$ cat config.mk
export PLATFORM = sky130hd
export DESIGN_NAME = input_route_ctrl
export DESIGN_NICKNAME = d
export VERILOG_FILES = /design/src/rtl/router_pkg.sv /design/src/rtl/xy_route_compute.sv /design/src/rtl/input_route_ctrl.sv
export SDC_FILE = /design/constraint.sdc
export NUM_CORES = 1
export LEC_CHECK = 0
export ABC_AREA = 0
export ABC_CLOCK_PERIOD_IN_PS = 2200
export CORE_ASPECT_RATIO = 0.6
export CORE_UTILIZATION = 41
export CTS_CLUSTER_SIZE = 40
export DETAILED_ROUTE_END_ITERATION = 6
export GPL_TIMING_DRIVEN = 0
export PLACE_DENSITY = 0.79
export SKIP_CTS_REPAIR_TIMING = 1
export SLEW_MARGIN = 10
export SYNTH_ARGS = -nofsm -noshare
export SYNTH_HDL_FRONTEND = slang
export SYNTH_SLANG_ARGS = --single-unit
$ cat constraint.sdc
create_clock -name clk -period 2.2 [get_ports clk]
set_input_delay 0.55 -clock clk [delete_from_list [all_inputs] [get_ports clk]]
set_output_delay 0.55 -clock clk [all_outputs]
set_load 0.02 [all_outputs]
$ cat src/rtl/router_pkg.sv
// Shared router types and field positions.
//   flit_t        : 64-bit flit word
//   flit_type_e   : flit type encoding in bits [63:62]
//   ctrl_state_e  : input-port controller FSM states
//   N/E/S/W/L     : bit index of each output port in a one-hot request vector
package router_pkg;

    typedef logic [63:0] flit_t;

    typedef enum logic [1:0] {
        FlitBody   = 2'b00,
        FlitHead   = 2'b01,
        FlitTail   = 2'b10,
        FlitSingle = 2'b11
    } flit_type_e;

    typedef enum logic [1:0] {
        StIdle,
        StReq,
        StActive
    } ctrl_state_e;

    localparam int unsigned TYPE_HI = 63;
    localparam int unsigned TYPE_LO = 62;
    localparam int unsigned DX_HI   = 61;
    localparam int unsigned DX_LO   = 58;
    localparam int unsigned DY_HI   = 57;
    localparam int unsigned DY_LO   = 54;

    localparam int unsigned N         = 0;
    localparam int unsigned E         = 1;
    localparam int unsigned S         = 2;
    localparam int unsigned W         = 3;
    localparam int unsigned L         = 4;
    localparam int unsigned NUM_PORTS = 5;

endpackage

$ cat src/rtl/xy_route_compute.sv
// Combinational dimension-ordered (X first, then Y) route computation.
// Ports:
//   dest_x_i : destination X coordinate from the head flit
//   dest_y_i : destination Y coordinate from the head flit
//   route_o  : one-hot output port {L,W,S,E,N}
module xy_route_compute
    import router_pkg::*;
#(
    parameter int unsigned LOCAL_X = 0,
    parameter int unsigned LOCAL_Y = 0
) (
    input  logic [3:0]           dest_x_i,
    input  logic [3:0]           dest_y_i,
    output logic [NUM_PORTS-1:0] route_o
);

    localparam logic [3:0] LX = LOCAL_X[3:0];
    localparam logic [3:0] LY = LOCAL_Y[3:0];

    always_comb begin
        route_o = '0;
        if (dest_x_i > LX) begin
            route_o[E] = 1'b1;
        end else if (dest_x_i < LX) begin
            route_o[W] = 1'b1;
        end else if (dest_y_i > LY) begin
            route_o[N] = 1'b1;
        end else if (dest_y_i < LY) begin
            route_o[S] = 1'b1;
        end else begin
            route_o[L] = 1'b1;
        end
    end

endmodule

$ cat src/rtl/input_route_ctrl.sv
// Input-port controller: pops flits from the input buffer, XY-routes heads,
// requests and locks one output port until the tail (wormhole switching).
// Ports:
//   clk, rst_n    : clock, asynchronous active-low reset
//   buf_flit_i    : flit at buffer read pointer
//   buf_empty_i   : buffer empty
//   buf_pop_o     : pop buffer this cycle (combinational)
//   req_o         : registered one-hot output port request {L,W,S,E,N}
//   grant_i       : allocator grant, same cycle as req_o
//   out_on_i      : downstream on/off flow control, 1 = may send
//   flit_o        : registered flit to crossbar, holds when not valid
//   flit_valid_o  : flit_o valid
//   err_o         : sticky protocol error flag
module input_route_ctrl
    import router_pkg::*;
#(
    parameter int unsigned LOCAL_X = 0,
    parameter int unsigned LOCAL_Y = 0
) (
    input  logic                 clk,
    input  logic                 rst_n,
    input  logic [63:0]          buf_flit_i,
    input  logic                 buf_empty_i,
    output logic                 buf_pop_o,
    output logic [NUM_PORTS-1:0] req_o,
    input  logic                 grant_i,
    input  logic                 out_on_i,
    output logic [63:0]          flit_o,
    output logic                 flit_valid_o,
    output logic                 err_o
);

    ctrl_state_e          state_q, state_d;
    logic [NUM_PORTS-1:0] route_q, route_d;
    logic [NUM_PORTS-1:0] req_q, req_d;
    flit_t                flit_q, flit_d;
    logic                 vld_q, vld_d;
    logic                 err_q, err_d;
    logic [NUM_PORTS-1:0] xy_route;
    flit_type_e           head_type;
    flit_t                fwd_flit;
    logic                 pop;
    logic                 fwd;

    assign head_type = flit_type_e'(buf_flit_i[TYPE_HI:TYPE_LO]);

    xy_route_compute #(
        .LOCAL_X (LOCAL_X),
        .LOCAL_Y (LOCAL_Y)
    ) u_xy_route (
        .dest_x_i (buf_flit_i[DX_HI:DX_LO]),
        .dest_y_i (buf_flit_i[DY_HI:DY_LO]),
        .route_o  (xy_route)
    );

    always_comb begin
        state_d  = state_q;
        route_d  = route_q;
        err_d    = err_q;
        pop      = 1'b0;
        fwd      = 1'b0;
        fwd_flit = buf_flit_i;
        unique case (state_q)
            StIdle: begin
                if (!buf_empty_i) begin
                    if (head_type == FlitHead || head_type == FlitSingle) begin
                        route_d = xy_route;
                        state_d = StReq;
                    end else begin
                        // Orphan body/tail: drop it so the port cannot wedge.
                        pop   = 1'b1;
                        err_d = 1'b1;
                    end
                end
            end
            StReq: begin
                if (grant_i && out_on_i && !buf_empty_i) begin
                    pop = 1'b1;
                    fwd = 1'b1;
                    if (head_type == FlitSingle) begin
                        state_d = StIdle;
                        route_d = '0;
                    end else begin
                        state_d = StActive;
                    end
                end
            end
            StActive: begin
                if (!buf_empty_i && out_on_i) begin
                    pop = 1'b1;
                    fwd = 1'b1;
                    unique case (head_type)
                        FlitTail: begin
                            state_d = StIdle;
                            route_d = '0;
                        end
                        FlitHead, FlitSingle: begin
                            // Stray head inside a packet: pass it as payload, keep the lock.
                            err_d                      = 1'b1;
                            fwd_flit[TYPE_HI:TYPE_LO]  = FlitBody;
                        end
                        default: ;
                    endcase
                end
            end
            default: state_d = StIdle;
        endcase
    end

    // Request follows the next state so it drops the cycle the FSM re-enters idle.
    assign req_d  = (state_d == StIdle) ? '0 : route_d;
    assign flit_d = fwd ? fwd_flit : flit_q;
    assign vld_d  = fwd;

    always_ff @(posedge clk or negedge rst_n) begin
        if (!rst_n) begin
            state_q <= StIdle;
            route_q <= '0;
            req_q   <= '0;
            flit_q  <= '0;
            vld_q   <= 1'b0;
            err_q   <= 1'b0;
        end else begin
            state_q <= state_d;
            route_q <= route_d;
            req_q   <= req_d;
            flit_q  <= flit_d;
            vld_q   <= vld_d;
            err_q   <= err_d;
        end
    end

    assign buf_pop_o    = pop;
    assign req_o        = req_q;
    assign flit_o       = flit_q;
    assign flit_valid_o = vld_q;
    assign err_o        = err_q;

endmodule
**After elaboration in Yosys (flattened, before gate mapping)**

Index checks and enable logic that the tools add are counted.

- Bits of input ports: 69
- Logic and storage cells: 70
- Register bits after elaboration: 78
- Output and inout port bits: 72

- Equal/unequal tests: 9
- Mux-type cells: 41
- Magnitude comparators: 4
- Reductions and logical operators: 10

Operator list:

| operator | number |
|---|---|
| 5-bit two-way mux | 7 |
| 1-bit two-way mux | 19 |
| 2-bit two-way mux | 9 |
| 5-bit case mux with 3 select lines | 1 |
| 4-bit by 1-bit > comparator with 1-bit output, second input constant | 2 |
| 4-bit by 1-bit less-than comparator with 1-bit output, second input constant | 2 |
| 2-bit != test, second input constant | 4 |
| 2-bit == test, second input constant | 3 |
| 2-bit case mux with 3 select lines | 1 |
| 5-bit AND reduction | 1 |
| 2-bit by 1-bit == test with 1-bit output, second input constant | 2 |
| 2-bit zero test | 2 |
| 1-bit case mux with 2 select lines | 2 |
| 1-bit logical AND | 3 |
| 3-bit two-way mux | 1 |
| 1-bit case mux with 3 select lines | 1 |
| 2-bit nonzero test | 1 |
| 2-bit OR reduction | 1 |
| 1-bit zero test | 1 |
| 1-bit logical OR | 1 |

**Logic depth before layout (Yosys ltp)**

- Depth in word-level cells: 9
- Gate-level depth with buffers: 8
- Mapped depth without buffers: 6

**Hierarchy**

A second synthesis with hierarchy kept.

- Cell total of the unflattened synthesis: 225
- Area total of the unflattened synthesis: 3348.2 um^2

By module, submodules not included:

| module | cells an instance | area each (um^2) | instances | sequential area each (um^2) |
|---|---|---|---|---|
| input_route_ctrl | 218 | 3286.9 | 1 | 1951.9 |
| xy_route_compute | 7 | 61.3 | 1 | 0.0 |

**Worst setup path before layout**

No wires, ideal clock.

- Path kind: flip-flop to output port
- Start point: reg state_q[0]
- End point: out buf_pop_o
- Path buffers: 0
- Stages on the path, launching flop included: 5
- Setup slack: 129 ps
- Data arrival time: 1521 ps
- Data required time: 1650 ps
- Path through: dfrtp_1 inv_1 ha_1 or3b_2 a21oi_1

- Longest elaborated chain between the ends: 2
- Elaborated cells between the ends (all ways): 4
- Those cells by class: 2 x eq/ne; 1 x mux; 1 x reduce/logical

RTL lines:

| item | RTL line | source |
|---|---|---|
| start: declaration | input_route_ctrl.sv:33 | `ctrl_state_e state_q, state_d;` |
| start signal: assignment | input_route_ctrl.sv:117 | `state_q <= StIdle;` |
| start signal: assignment | input_route_ctrl.sv:124 | `state_q <= state_d;` |
| 2-bit == test (tied with other cells) | input_route_ctrl.sv:63 | `unique case (state_q)` |
| 1-bit case mux with 3 select lines (*) | input_route_ctrl.sv:63 |  |
| end: declaration | input_route_ctrl.sv:24 | `output logic buf_pop_o,` |

Every way passes the cells marked *; elsewhere a longest branch is shown, timed or not.

**Worst setup path after layout**

Same ends and word-level chain as after synthesis.

==> impl_metrics.env <==
export IMPL_synth_edf_count=0
export IMPL_hold_path_class="in2async"
export IMPL_layout_common_cells="clkdlybuf4s50_1 (135), dfrtp_1 (77), mux2_2 (61)"
export IMPL_post_dp_hpwl_um=5550
export IMPL_grt_pass1_wl_um=11600
export IMPL_critPathMaxFanout=3
export IMPL_cts_sinks=78
export IMPL_maxCapViolCount=0
export IMPL_syn_inst=208
export IMPL_dp_cells=452
export IMPL_fin_skew_ps=2.96
export IMPL_finish_instance_area_mm2=0.00507
export IMPL_diodes=0
export IMPL_nets=440
export IMPL_die_area_mm2=0.00795
export IMPL_initial_utilization=0.426
export IMPL_r2r_cells=8
export IMPL_postPlaceCellArea_mm2=0.00465
export IMPL_syn_avg_cell_area_um2=15.0
export IMPL_r2r_start="state_q[1]"
export IMPL_post_route_min_period_ps=2180
export IMPL_timing_critical_path_required_ps=1650
export IMPL_clock_path_buffers=2
export IMPL_finalSetupViolations=0
export IMPL_routed_wirelength_um=7570
export IMPL_synth_area_mm2=0.00311
export IMPL_io_buffers=139
export IMPL_row_count=24
export IMPL_grt_start_max_net_pins=45
export IMPL_worstPathBufferInverterCount=2
export IMPL_synth_top_cell_area_share=0.627
export IMPL_ir_drop_mv=0.647
export IMPL_endpoint_kind="output port"
export IMPL_fp_dieW_um=114
export IMPL_synth_xor_area_frac=0
export IMPL_crit_slowest_cell="dfrtp_1"
export IMPL_firstDrtPassIters=4
export IMPL_antenna_found_initial=0
export IMPL_startpoint_type="flop"
export IMPL_grt_overflow=0
export IMPL_status="finished, final reports clean"
export IMPL_muxShareOfSynthArea=0.224
export IMPL_place_congestion=0.790
export IMPL_worstReg2RegEnd="flit_o[59]"
export IMPL_critical_path_class="reg2out"
export IMPL_fp_dieH_um=69.5
export IMPL_finalSetupTns_ps=0
export IMPL_cts_inserted_buffers=9
export IMPL_path_cells="inv_2 > ha_4 > or3b_4 > a21oi_2 > buf_4"
export IMPL_vias_per_cell=4.75
export IMPL_ys_seq_elements=78
export IMPL_path_delay_family="flip-flops"
export IMPL_pin_count=141
export IMPL_drv_slew=0
export IMPL_finalHoldViolations=0
export IMPL_cts_clk_slew_worst_paths_ps=60
export IMPL_rsz0062_at_grt="true"
export IMPL_synthSimpleGateAreaFrac=0.0442
export IMPL_yosysSeqAreaShare=0.627
export IMPL_cp_depth=5
export IMPL_total_power_mw=6.71
export IMPL_ys_types=40
export IMPL_startpoint="state_q[0]"
export IMPL_drtAntennaViolNets=0
export IMPL_core_area_mm2=0.00730
export IMPL_fin_cells=476
export IMPL_syn_num_nets=281
export IMPL_maxSlewHeadroom=0.672
export IMPL_cts_root_buf="clkbuf_16"
export IMPL_drive_above_1_share=0.296
export IMPL_ys_async_sr_fraction=1.00
export IMPL_finalCritPeriodShare=0.991
export IMPL_synth_compound_area_share=0.0611
export IMPL_synth_largest_area_cell="dfrtp_1"
export IMPL_tritoncts="yes"
export IMPL_synth_top_family_by_area="multiplexers"
export IMPL_fill_cells=532
export IMPL_cp_arrival_ps=1630
export IMPL_grtUsageTotal=0.199
export IMPL_htree_levels=3
export IMPL_grt_pass1_vias=2334
export IMPL_synthTopCellsByArea="dfrtp_1 (63%), mux2_2 (22%), ha_1 (1.6%), a21boi_0 (0.97%), nand2_1 (0.97%)"
export IMPL_leakagePower_nw=2.30
export IMPL_powerDensity_mw_per_mm2=1320
export IMPL_synth_adder_area_share=0.0161
export IMPL_drtIter0Drc=42
export IMPL_drc=0
export IMPL_syn2layout_area_growth_pct=62.9
export IMPL_num_vias=2263
export IMPL_wl_per_cell_um=15.9
export IMPL_max_slew_worst_pin_slew_ps=490
export IMPL_r2r_slack_ps=130
export IMPL_synth_main_ff_cell="dfrtp_1"
export IMPL_max_stage_delay_ps=410
export IMPL_clock_fmax_mhz=458
export IMPL_layout_commonest_cell="clkdlybuf4s50_1"
export IMPL_clock_latency_ps=330
export IMPL_yosysWarnings=0
export IMPL_crit_end="buf_pop_o"
[kinds of logic (layout without fill, tap and decap cells)]
group / after synthesis / in the layout
AOI/OAI and AO/OA: 25 / 25
adders and majority gates: 4 / 4
buffers and inverters: 16 / 180
DFF: 78 / 78
muxes: 62 / 62
and+or+nand+nor: 23 / 23
[registers in the layout, summed over array words and instances, names as in the netlist]
signal / count
err_o: 1
flit_o: 64
flit_valid_o: 1
state_q: 2
req_o: 5
route_q: 5
[metrics by stage]
step                      utilization  hold slack, ps  setup slack, ps
after floorplan                     -             254              129
after CTS                       0.682             173             -722
after global routing            0.695             193            -56.2
final                           0.695             165             19.0
after global placement          0.635             460            -2120
after detailed placement        0.637             470             -609
[power by group]
group | switching, mW | internal, mW | total, mW
registers | 0.262 | 1.98 | 2.25
clock network | 0.554 | 1.02 | 1.57
logic | 1.32 | 1.57 | 2.89
[worst reg2reg max path, delay by kind of cell, from the launching register on]
family | cells | cell delay (ps)
buf+inv | 4 | 660
flops | 1 | 390
mux | 1 | 360
fa+ha+maj | 1 | 200
simple gates | 1 | 180
compound gates | 1 | 180
[per-layer routing]
metal	track usage	share of wire
met1	0.243	0.44
met2	0.309	0.45
met3	0.0927	0.095
met4	0.0693	0.013
met5	0	0
[worst min path at each step]
stage                     startpoint         end  slack [ps]  depth (start not counted)
after floorplan                rst_n       err_o         250                          0
after global placement         err_o       err_o         460                          1
after detailed placement  flit_o[62]  flit_o[62]         470                          2
after CTS                      rst_n  route_q[3]         170                          1
after global routing           rst_n  route_q[3]         190                          1
final                          rst_n  route_q[3]         160                          1
[final cells by class]
class	instances	area [µm²]	share of cell area
inverters	7	26.3	0.00518
clock inverters	6	85.1	0.0168
flip-flops and latches	78	1950	0.385
clock buffers	10	239	0.0471
plain buffers	8	53.8	0.0106
well taps	104	130	0.0257
multi-input cells	114	1100	0.218
repair buffers	149	1480	0.292
[cell usage after synthesis, types with 2 or more instances]
cell type  instances
buf_4              3
mux2_2            61
a21bo_2            2
a21boi_0           4
nor2b_1            3
a22oi_1            2
nand2_1            8
a21oi_1            2
o21ai_0            2
o211ai_1           2
ha_1               4
buf_2              4
inv_1              7
dfrtp_1           78
(Power assumes the default switching activity.)
